===== config.mk =====
export PLATFORM = sky130hd
export DESIGN_NAME = max_unpooling_layer
export DESIGN_NICKNAME = d
export VERILOG_FILES = /design/src/rtl/max_unpooling_layer.sv
export SDC_FILE = /design/constraint.sdc
export NUM_CORES = 1
export LEC_CHECK = 0
export ABC_AREA = 1
export CAP_MARGIN = 20
export CORE_UTILIZATION = 55
export CTS_CLUSTER_DIAMETER = 80
export DETAILED_ROUTE_END_ITERATION = 7
export PLACE_DENSITY = 0.73
export SLEW_MARGIN = 20
export SYNTH_ARGS = -nofsm -noshare
export SYNTH_HDL_FRONTEND = slang
export SYNTH_SLANG_ARGS = --single-unit

===== constraint.sdc =====
create_clock -name clk -period 5.5 [get_ports clk]
set_clock_uncertainty 0.15 [all_clocks]
set_input_delay 1.375 -clock clk [delete_from_list [all_inputs] [get_ports clk]]
set_output_delay 1.375 -clock clk [all_outputs]
set_load 0.01 [all_outputs]

===== src/rtl/max_unpooling_layer.sv =====
// Streaming 2x2 stride-2 max-unpooling: places each pooled value at its argmax
// position in a 28x28 raster per channel. Define UNPOOL_NEAREST_EN for nearest-neighbour upsampling.
module max_unpooling_layer #(
   parameter int INPUT_CHANNELS   = 4,
   parameter int FEATURE_BITWIDTH = 8,
   parameter int POOLED_WIDTH     = 14,
   parameter int POOLED_HEIGHT    = 14,
   parameter int OUTPUT_WIDTH     = 2 * POOLED_WIDTH,
   parameter int OUTPUT_HEIGHT    = 2 * POOLED_HEIGHT
) (
   input  logic                        clk,
   input  logic                        rst_n,
   input  logic                        soft_rst,
   input  logic                        in_valid,
   output logic                        in_ready,
   input  logic [FEATURE_BITWIDTH-1:0] in_data,
   input  logic [1:0]                  in_idx,
   output logic                        out_valid,
   input  logic                        out_ready,
   output logic [FEATURE_BITWIDTH-1:0] out_data,
   output logic                        out_last
);

   localparam int PX_W = $clog2(OUTPUT_WIDTH);
   localparam int PY_W = (POOLED_HEIGHT > 1) ? $clog2(POOLED_HEIGHT) : 1;
   localparam int CH_W = (INPUT_CHANNELS > 1) ? $clog2(INPUT_CHANNELS) : 1;
   localparam logic [PX_W-1:0] PX_MAX = PX_W'(OUTPUT_WIDTH - 1);
   localparam logic [PY_W-1:0] PY_MAX = PY_W'(OUTPUT_HEIGHT / 2 - 1);
   localparam logic [CH_W-1:0] CH_MAX = CH_W'(INPUT_CHANNELS - 1);

   typedef enum logic [1:0] {
      TOP_FETCH = 2'd0,
      TOP_ODD   = 2'd1,
      BOT       = 2'd2
   } state_t;

   state_t                      state_q, state_d;
   logic [PX_W-1:0]             px_q, px_d;
   logic [PY_W-1:0]             py_q, py_d;
   logic [CH_W-1:0]             ch_q, ch_d;
   logic [FEATURE_BITWIDTH-1:0] hold_val_q, hold_val_d;
   logic [1:0]                  hold_idx_q, hold_idx_d;
   logic                        out_valid_q, out_valid_d;
   logic [FEATURE_BITWIDTH-1:0] out_data_q, out_data_d;
   logic                        out_last_q, out_last_d;

   logic [FEATURE_BITWIDTH+1:0] line_buf_q [POOLED_WIDTH];
   logic [PX_W-2:0]             buf_addr_s;
   logic [FEATURE_BITWIDTH+1:0] buf_rd_s;
   logic                        buf_we_s;
   logic                        load_en_s;
   logic                        in_ready_s;

   // Value seen at window position pos given the stored argmax index.
   function automatic logic [FEATURE_BITWIDTH-1:0] place(
      input logic [FEATURE_BITWIDTH-1:0] val,
      input logic [1:0]                  idx,
      input logic [1:0]                  pos
   );
`ifdef UNPOOL_NEAREST_EN
      place = (idx == pos || 1'b1) ? val : {FEATURE_BITWIDTH{1'b0}};
`else
      if (idx == pos) begin
         place = val;
      end else begin
         place = {FEATURE_BITWIDTH{1'b0}};
      end
`endif
   endfunction

   assign buf_addr_s = px_q[PX_W-1:1];
   assign buf_rd_s   = line_buf_q[buf_addr_s];
   assign load_en_s  = !out_valid_q || out_ready;
   assign in_ready_s = (state_q == TOP_FETCH) && load_en_s;

   // Next-state, counter and output-register computation.
   always_comb begin
      state_d     = state_q;
      px_d        = px_q;
      py_d        = py_q;
      ch_d        = ch_q;
      hold_val_d  = hold_val_q;
      hold_idx_d  = hold_idx_q;
      out_valid_d = out_valid_q;
      out_data_d  = out_data_q;
      out_last_d  = out_last_q;
      buf_we_s    = 1'b0;

      // A firing pixel leaves the register unless a new one replaces it below.
      if (out_valid_q && out_ready) begin
         out_valid_d = 1'b0;
      end else begin
         out_valid_d = out_valid_q;
      end

      case (state_q)
         TOP_FETCH: begin
            if (in_valid && in_ready_s) begin
               hold_val_d  = in_data;
               hold_idx_d  = in_idx;
               buf_we_s    = 1'b1;
               out_valid_d = 1'b1;
               out_data_d  = place(in_data, in_idx, 2'd0);
               out_last_d  = 1'b0;
               px_d        = px_q + PX_W'(1);
               state_d     = TOP_ODD;
            end else begin
               state_d = TOP_FETCH;
            end
         end
         TOP_ODD: begin
            if (load_en_s) begin
               out_valid_d = 1'b1;
               out_data_d  = place(hold_val_q, hold_idx_q, 2'd1);
               out_last_d  = 1'b0;
               if (px_q == PX_MAX) begin
                  px_d    = {PX_W{1'b0}};
                  state_d = BOT;
               end else begin
                  px_d    = px_q + PX_W'(1);
                  state_d = TOP_FETCH;
               end
            end else begin
               state_d = TOP_ODD;
            end
         end
         BOT: begin
            if (load_en_s) begin
               out_valid_d = 1'b1;
               out_data_d  = place(buf_rd_s[FEATURE_BITWIDTH+1:2], buf_rd_s[1:0],
                                   px_q[0] ? 2'd3 : 2'd2);
               out_last_d  = (px_q == PX_MAX) && (py_q == PY_MAX) && (ch_q == CH_MAX);
               if (px_q == PX_MAX) begin
                  px_d    = {PX_W{1'b0}};
                  state_d = TOP_FETCH;
                  if (py_q == PY_MAX) begin
                     py_d = {PY_W{1'b0}};
                     ch_d = (ch_q == CH_MAX) ? {CH_W{1'b0}} : ch_q + CH_W'(1);
                  end else begin
                     py_d = py_q + PY_W'(1);
                  end
               end else begin
                  px_d    = px_q + PX_W'(1);
                  state_d = BOT;
               end
            end else begin
               state_d = BOT;
            end
         end
         default: begin
            state_d = TOP_FETCH;
         end
      endcase
   end

   // State, counters and output register with async and synchronous clear.
   always_ff @(posedge clk or negedge rst_n) begin
      if (!rst_n) begin
         state_q     <= TOP_FETCH;
         px_q        <= {PX_W{1'b0}};
         py_q        <= {PY_W{1'b0}};
         ch_q        <= {CH_W{1'b0}};
         hold_val_q  <= {FEATURE_BITWIDTH{1'b0}};
         hold_idx_q  <= 2'd0;
         out_valid_q <= 1'b0;
         out_data_q  <= {FEATURE_BITWIDTH{1'b0}};
         out_last_q  <= 1'b0;
      end else if (soft_rst) begin
         state_q     <= TOP_FETCH;
         px_q        <= {PX_W{1'b0}};
         py_q        <= {PY_W{1'b0}};
         ch_q        <= {CH_W{1'b0}};
         hold_val_q  <= {FEATURE_BITWIDTH{1'b0}};
         hold_idx_q  <= 2'd0;
         out_valid_q <= 1'b0;
         out_data_q  <= {FEATURE_BITWIDTH{1'b0}};
         out_last_q  <= 1'b0;
      end else begin
         state_q     <= state_d;
         px_q        <= px_d;
         py_q        <= py_d;
         ch_q        <= ch_d;
         hold_val_q  <= hold_val_d;
         hold_idx_q  <= hold_idx_d;
         out_valid_q <= out_valid_d;
         out_data_q  <= out_data_d;
         out_last_q  <= out_last_d;
      end
   end

   // Top-row line buffer; contents need no reset.
   always_ff @(posedge clk) begin
      if (buf_we_s) begin
         line_buf_q[buf_addr_s] <= {in_data, in_idx};
      end
   end

   assign in_ready  = in_ready_s;
   assign out_valid = out_valid_q;
   assign out_data  = out_data_q;
   assign out_last  = out_last_q;

endmodule


---- After elaboration in Yosys (flattened, before gate mapping) ----
Memory sizes are Yosys's and may differ from the RTL's.
Index checks and enable logic that the tools add are counted.
cells by class
  reductions and logical operators ........ 23
  equal/unequal tests ..................... 11
  add/sub/neg operators ................... 3
  muxes and demuxes ....................... 52
operator list
  kind                   count
  $mux W8                10
  $mux W2                14
  $pmux W8 S3            1
  $mux W4                5
  $mux W5                4
  $mux W1                14
  $reduce_bool A2 Y1     6
  $pmux W5 S2            1
  $reduce_and A4 Y1      2
  $ne A3 B3 Y1 const B   2
  $pmux W2 S3            1
  $reduce_and A3 Y1      2
  $add A5 B1 Y5 const B  1
  $eq A5 B5 Y1 const B   1
  $logic_and A1 B1 Y1    5
  $add A4 B1 Y4 const B  1
  $eq A2 B1 Y1 const B   2
  $eq A2 B2 Y1 const B   2
  $eq A4 B4 Y1 const B   1
  $logic_not A2 Y1       2
  $reduce_bool A4 Y1     1
  $ne A3 B1 Y1 const B   1
  $ne A3 B2 Y1 const B   1
  $pmux W1 S3            1
  8 further kinds        8
word-level totals
  word-level logic and storage cells ...... 99
  memories kept ........................... 1
  bits of input ports ..................... 15
  output and inout bits ................... 11
  bits in writable memories ............... 140
  flip-flop bits (word level) ............. 33
memories
  name        depth  bits a word  rd ports  clocked after memory_dff  write ports  RTL line  RTL
  line_buf_q  14     10           1         0                         1            47        logic [FEATURE_BITWIDTH+1:0] line_buf_q [POOLED_WIDTH];

---- Longest topological paths before layout ----
  word-level depth ........................ 8
  gate-level depth with buffers ........... 15
  mapped depth without buffers ............ 14

---- Worst setup path after synthesis ----
OpenSTA, ideal clock, no wires.
  path type ............................... in2out
  start point ............................. input out_ready
  end point ............................... output in_ready
  stages on the path ...................... 4
  required time ........................... 3.975 ns
  arrival time ............................ 1.731 ns
  setup slack ............................. 2.244 ns
  path buffers ............................ 0
  cell sequence ........................... inv_1 nand2_1 inv_1 nor2_1
between the ends
  longest elaborated chain between the ends .. 2
RTL lines
  element              RTL line  RTL
  start, declared      19        input logic out_ready,
  $logic_or A1 B1 Y1   73        assign load_en_s = !out_valid_q || out_ready;
  $logic_and A1 B1 Y1  74        assign in_ready_s = (state_q == TOP_FETCH) && load_en_s;
  end, declared        15        output logic in_ready,
Every way passes these cells.

---- Worst setup path in the final report ----
Same ends and word-level chain as after synthesis.

==> summary.txt <==
Outcome
  • Status: finished, final reports clean

Final layout
  • Area delta synth->final: 12.8%
  • # fillers: 1052
  • Finished Cell Area: 0.00857 mm2
  • Nets: 797
  • Post-Layout Cell Count: 963
  • Leading cell type in the layout, fill and taps excluded: nand2_1
  • Most frequent cells in the layout: 195 x nand2_1, 191 x nor2_1, 140 x edfxtp_1, 47 x inv_1, 33 x dfrtp_1
  • Final core occ: 64.2%
  • Antenna diode count: 0
  • Proportion of layout cells with a drive suffix above 1: 7.88%

Timing
  • Crit share post-route: 77.0%
  • Worst setup margin: 1.26 ns
  • Top achievable clock speed: 236 MHz
  • Period minus WS final: 4.24 ns
  • Actual slew at the worst max-slew pin: 0.951 ns
  • Setup TNS Final: 0 ns
  • Final setup viols: 0
  • Worst Hold Slack: 0.332 ns
  • Hold Vio Cnt, Final: 0
  • Slew Limit Headroom: 36.4%
  • RSZ-0062 raised after global routing: no
  • Slew Viols, Final: 0

CTS
  • Clk_lat worst skew: 0.43 ns
  • Clock transition at path regs: 0.06 ns
  • Number of H-tree levels: 4
  • CTS root buf: clkbuf_16
  • Max Buffers Root-to-Sink: 2
  • # resized after CTS: 0
  • Hold-fix buffers, CTS: 0
  • CTS tree: yes
  • Num CTS Buffers: 17
  • Clock sink total: 173
  • Setup Fix Bufs, Post-CTS: 0

Global routing
  • Largest net degree at the start of global routing: 34
  • Vias in the first global route: 5063
  • Gr ovfl total: 0
  • Overall routing resource usage: 25.2%
  • Global-route wire length before repair: 26300 um
  • Initial antenna violation count: 0

Routing
  • DRT iter0 DRCs: 529
  • Detail Route Antenna Nets: 0
  • WL/cell: 17.5 um
  • Vias: 5227
  • Routed wire length: 16900 um
  • Drt drc: 0
  • 1st-pass router iterations: 5
  • Via density: 5.43

Worst setup path
  • Setup CP Type: in -> out
  • CP max stage cell: clkdlybuf4s50_1
  • Worst Path Arrival: 2.71 ns
  • Crit path cell chain: clkdlybuf4s50_1 -> inv_1 -> nand2_1 -> inv_1 -> nor2_1 -> clkdlybuf4s50_1
  • Crit. End Element: primary output
  • CP max FO: 5
  • CP Data Required Time: 3.97 ns
  • Setup crit start kind: input pin
  • Max incr delay on CP: 0.53 ns

Hold path
  • Worst min-delay path category: reg -> reg

Placement
  • Gpl congestion: 0.903
  • Cell total after placement: 931
  • Port bufs: 25
  • Hpwl dp: 10500 um
  • Placed cell area: 0.00796 mm2
  • Pre-CTS setup slack: 1.27 ns

Power
  • Pwr/cell area: 385 mW/mm2
  • Logic pwr share: 16.9%
  • Total power: 3.30 mW
  • Leakage: 3.49 nW
  • Reg power frac: 45.4%
  • Cell-internal power: 2.40 mW
  • Clock group share of total power: 37.6%
  • Switch share: 27.5%
  • NetSw: 0.907 mW
  • Worst vdd ir: 0.214 mV

Floorplan
  • Initial Util: 56.9%
  • Core area: 0.0133 mm2
  • Die Y: 120 um
  • I/O Pins: 26
  • Die area: 0.0143 mm2
  • DIE WIDTH: 120 um
  • Row cnt: 42

Logic synthesis
  • Mapped Avg Cell Area: 10.2 um2
  • Ys flop type: edfxtp_1
  • Register area share after synthesis: 66.2%
  • Syn nets: 768
  • Synth async-reset ratio: 19.1%
  • #FFs+latches synth: 173
  • Post-synthesis cell area: 0.00760 mm2
  • Number of enable flip-flop cells after synthesis: 140
  • Synth warnings: 0
  • Synth cell types: 37
  • Gate Count Post-Synth: 745

Run
  • Max-cap violations: 0
==> layout make-up <==
cell class	instances	area, um2	share of cell area (%)
sequential	173	5030	58.7
multi-input combinational	496	2200	25.7
clock buffer	21	440	5.14
timing repair buffer	33	310	3.62
tap	176	220	2.57
inverter	53	204	2.38
clock inverter	11	166	1.94
==> cells by family after synthesis <==
kind of cell | count (synthesis) | share of synthesized area, %
buffers and inverters | 76 | 4.84
and+or+nand+nor | 447 | 24.2
adders and majority gates | 8 | 1.32
DFF | 173 | 66.2
AOI/OAI and AO/OA | 39 | 3.24
xor gates and xnor gates | 2 | 0.231
==> power by group through the flow <==
stage	Combinational (mW)	Sequential [mW]	Clock, mW
6_report	0.559	1.50	1.24
5_1_grt	0.622	1.51	1.30
4_1_cts	0.559	1.50	1.25
3_5_place_dp	0.548	1.53	0
3_3_place_gp	0.529	1.52	0
2_1_floorplan	0.417	1.52	0
==> final timing paths <==
| path | cells after the start | slack [ns] | start | to |
|---|---|---|---|---|
| setup reg to reg | 6 | 2.58 | state_q[0] | line_buf_q[1][8] |
| min in group asynchronous | 2 | 1.20 | rst_n | out_data[3] |
| max in group asynchronous | 2 | 3.68 | rst_n | ch_q[1] |
| hold / removal | 2 | 0.33 | hold_idx_q[1] | hold_idx_q[1] |
| hold reg to reg | 2 | 0.33 | hold_idx_q[1] | hold_idx_q[1] |
| setup / recovery | 6 | 1.26 | out_ready | in_ready |
==> synth_stat cells, types with 2 or more instances <==
| cell | number | area (um2) |
|---|---|---|
| clkbuf_1 | 6 | 22.5 |
| buf_6 | 7 | 78.8 |
| nand3_2 | 2 | 20.0 |
| dfrtp_1 | 33 | 826 |
| nand2_8 | 2 | 40.0 |
| nand3_1 | 28 | 140 |
| buf_4 | 5 | 37.5 |
| inv_2 | 3 | 11.3 |
| o21ai_0 | 12 | 60.1 |
| buf_2 | 5 | 25.0 |
| inv_1 | 47 | 176 |
| a21oi_1 | 10 | 50.1 |
| nor2_1 | 191 | 717 |
| nor2_2 | 3 | 18.8 |
| clkinv_1 | 2 | 7.51 |
| nand4_1 | 8 | 50.1 |
| xor2_1 | 2 | 17.5 |
| nand2_2 | 4 | 25.0 |
| nand2_1 | 195 | 732 |
| edfxtp_1 | 140 | 4200 |
| a21oi_2 | 8 | 70.1 |
| ha_1 | 8 | 100 |
| nor3_1 | 10 | 50.1 |
==> registers in the layout, indices dropped and copies added (netlist names) <==
signal,flops
hold_idx_q,2
py_q,4
state_q,2
ch_q,2
out_last,1
hold_val_q,8
px_q,5
out_data,8
out_valid,1
line_buf_q,140
==> metal layers <==
layer  global-route usage, %  vias up  share of wire, %
met4                    11.2        0               2.8
met2                    40.3      202                49
met5                       0        -                 0
met3                    4.99       41               6.4
li1                        -     2490                 -
met1                    33.6     2494                42
==> critical path: cells and delay by family <==
family | cells | cell delay, ns
simple gates | 2 | 0.20
buf+inv | 4 | 1.14
No activity file was read; power rests on OpenSTA's default activity.
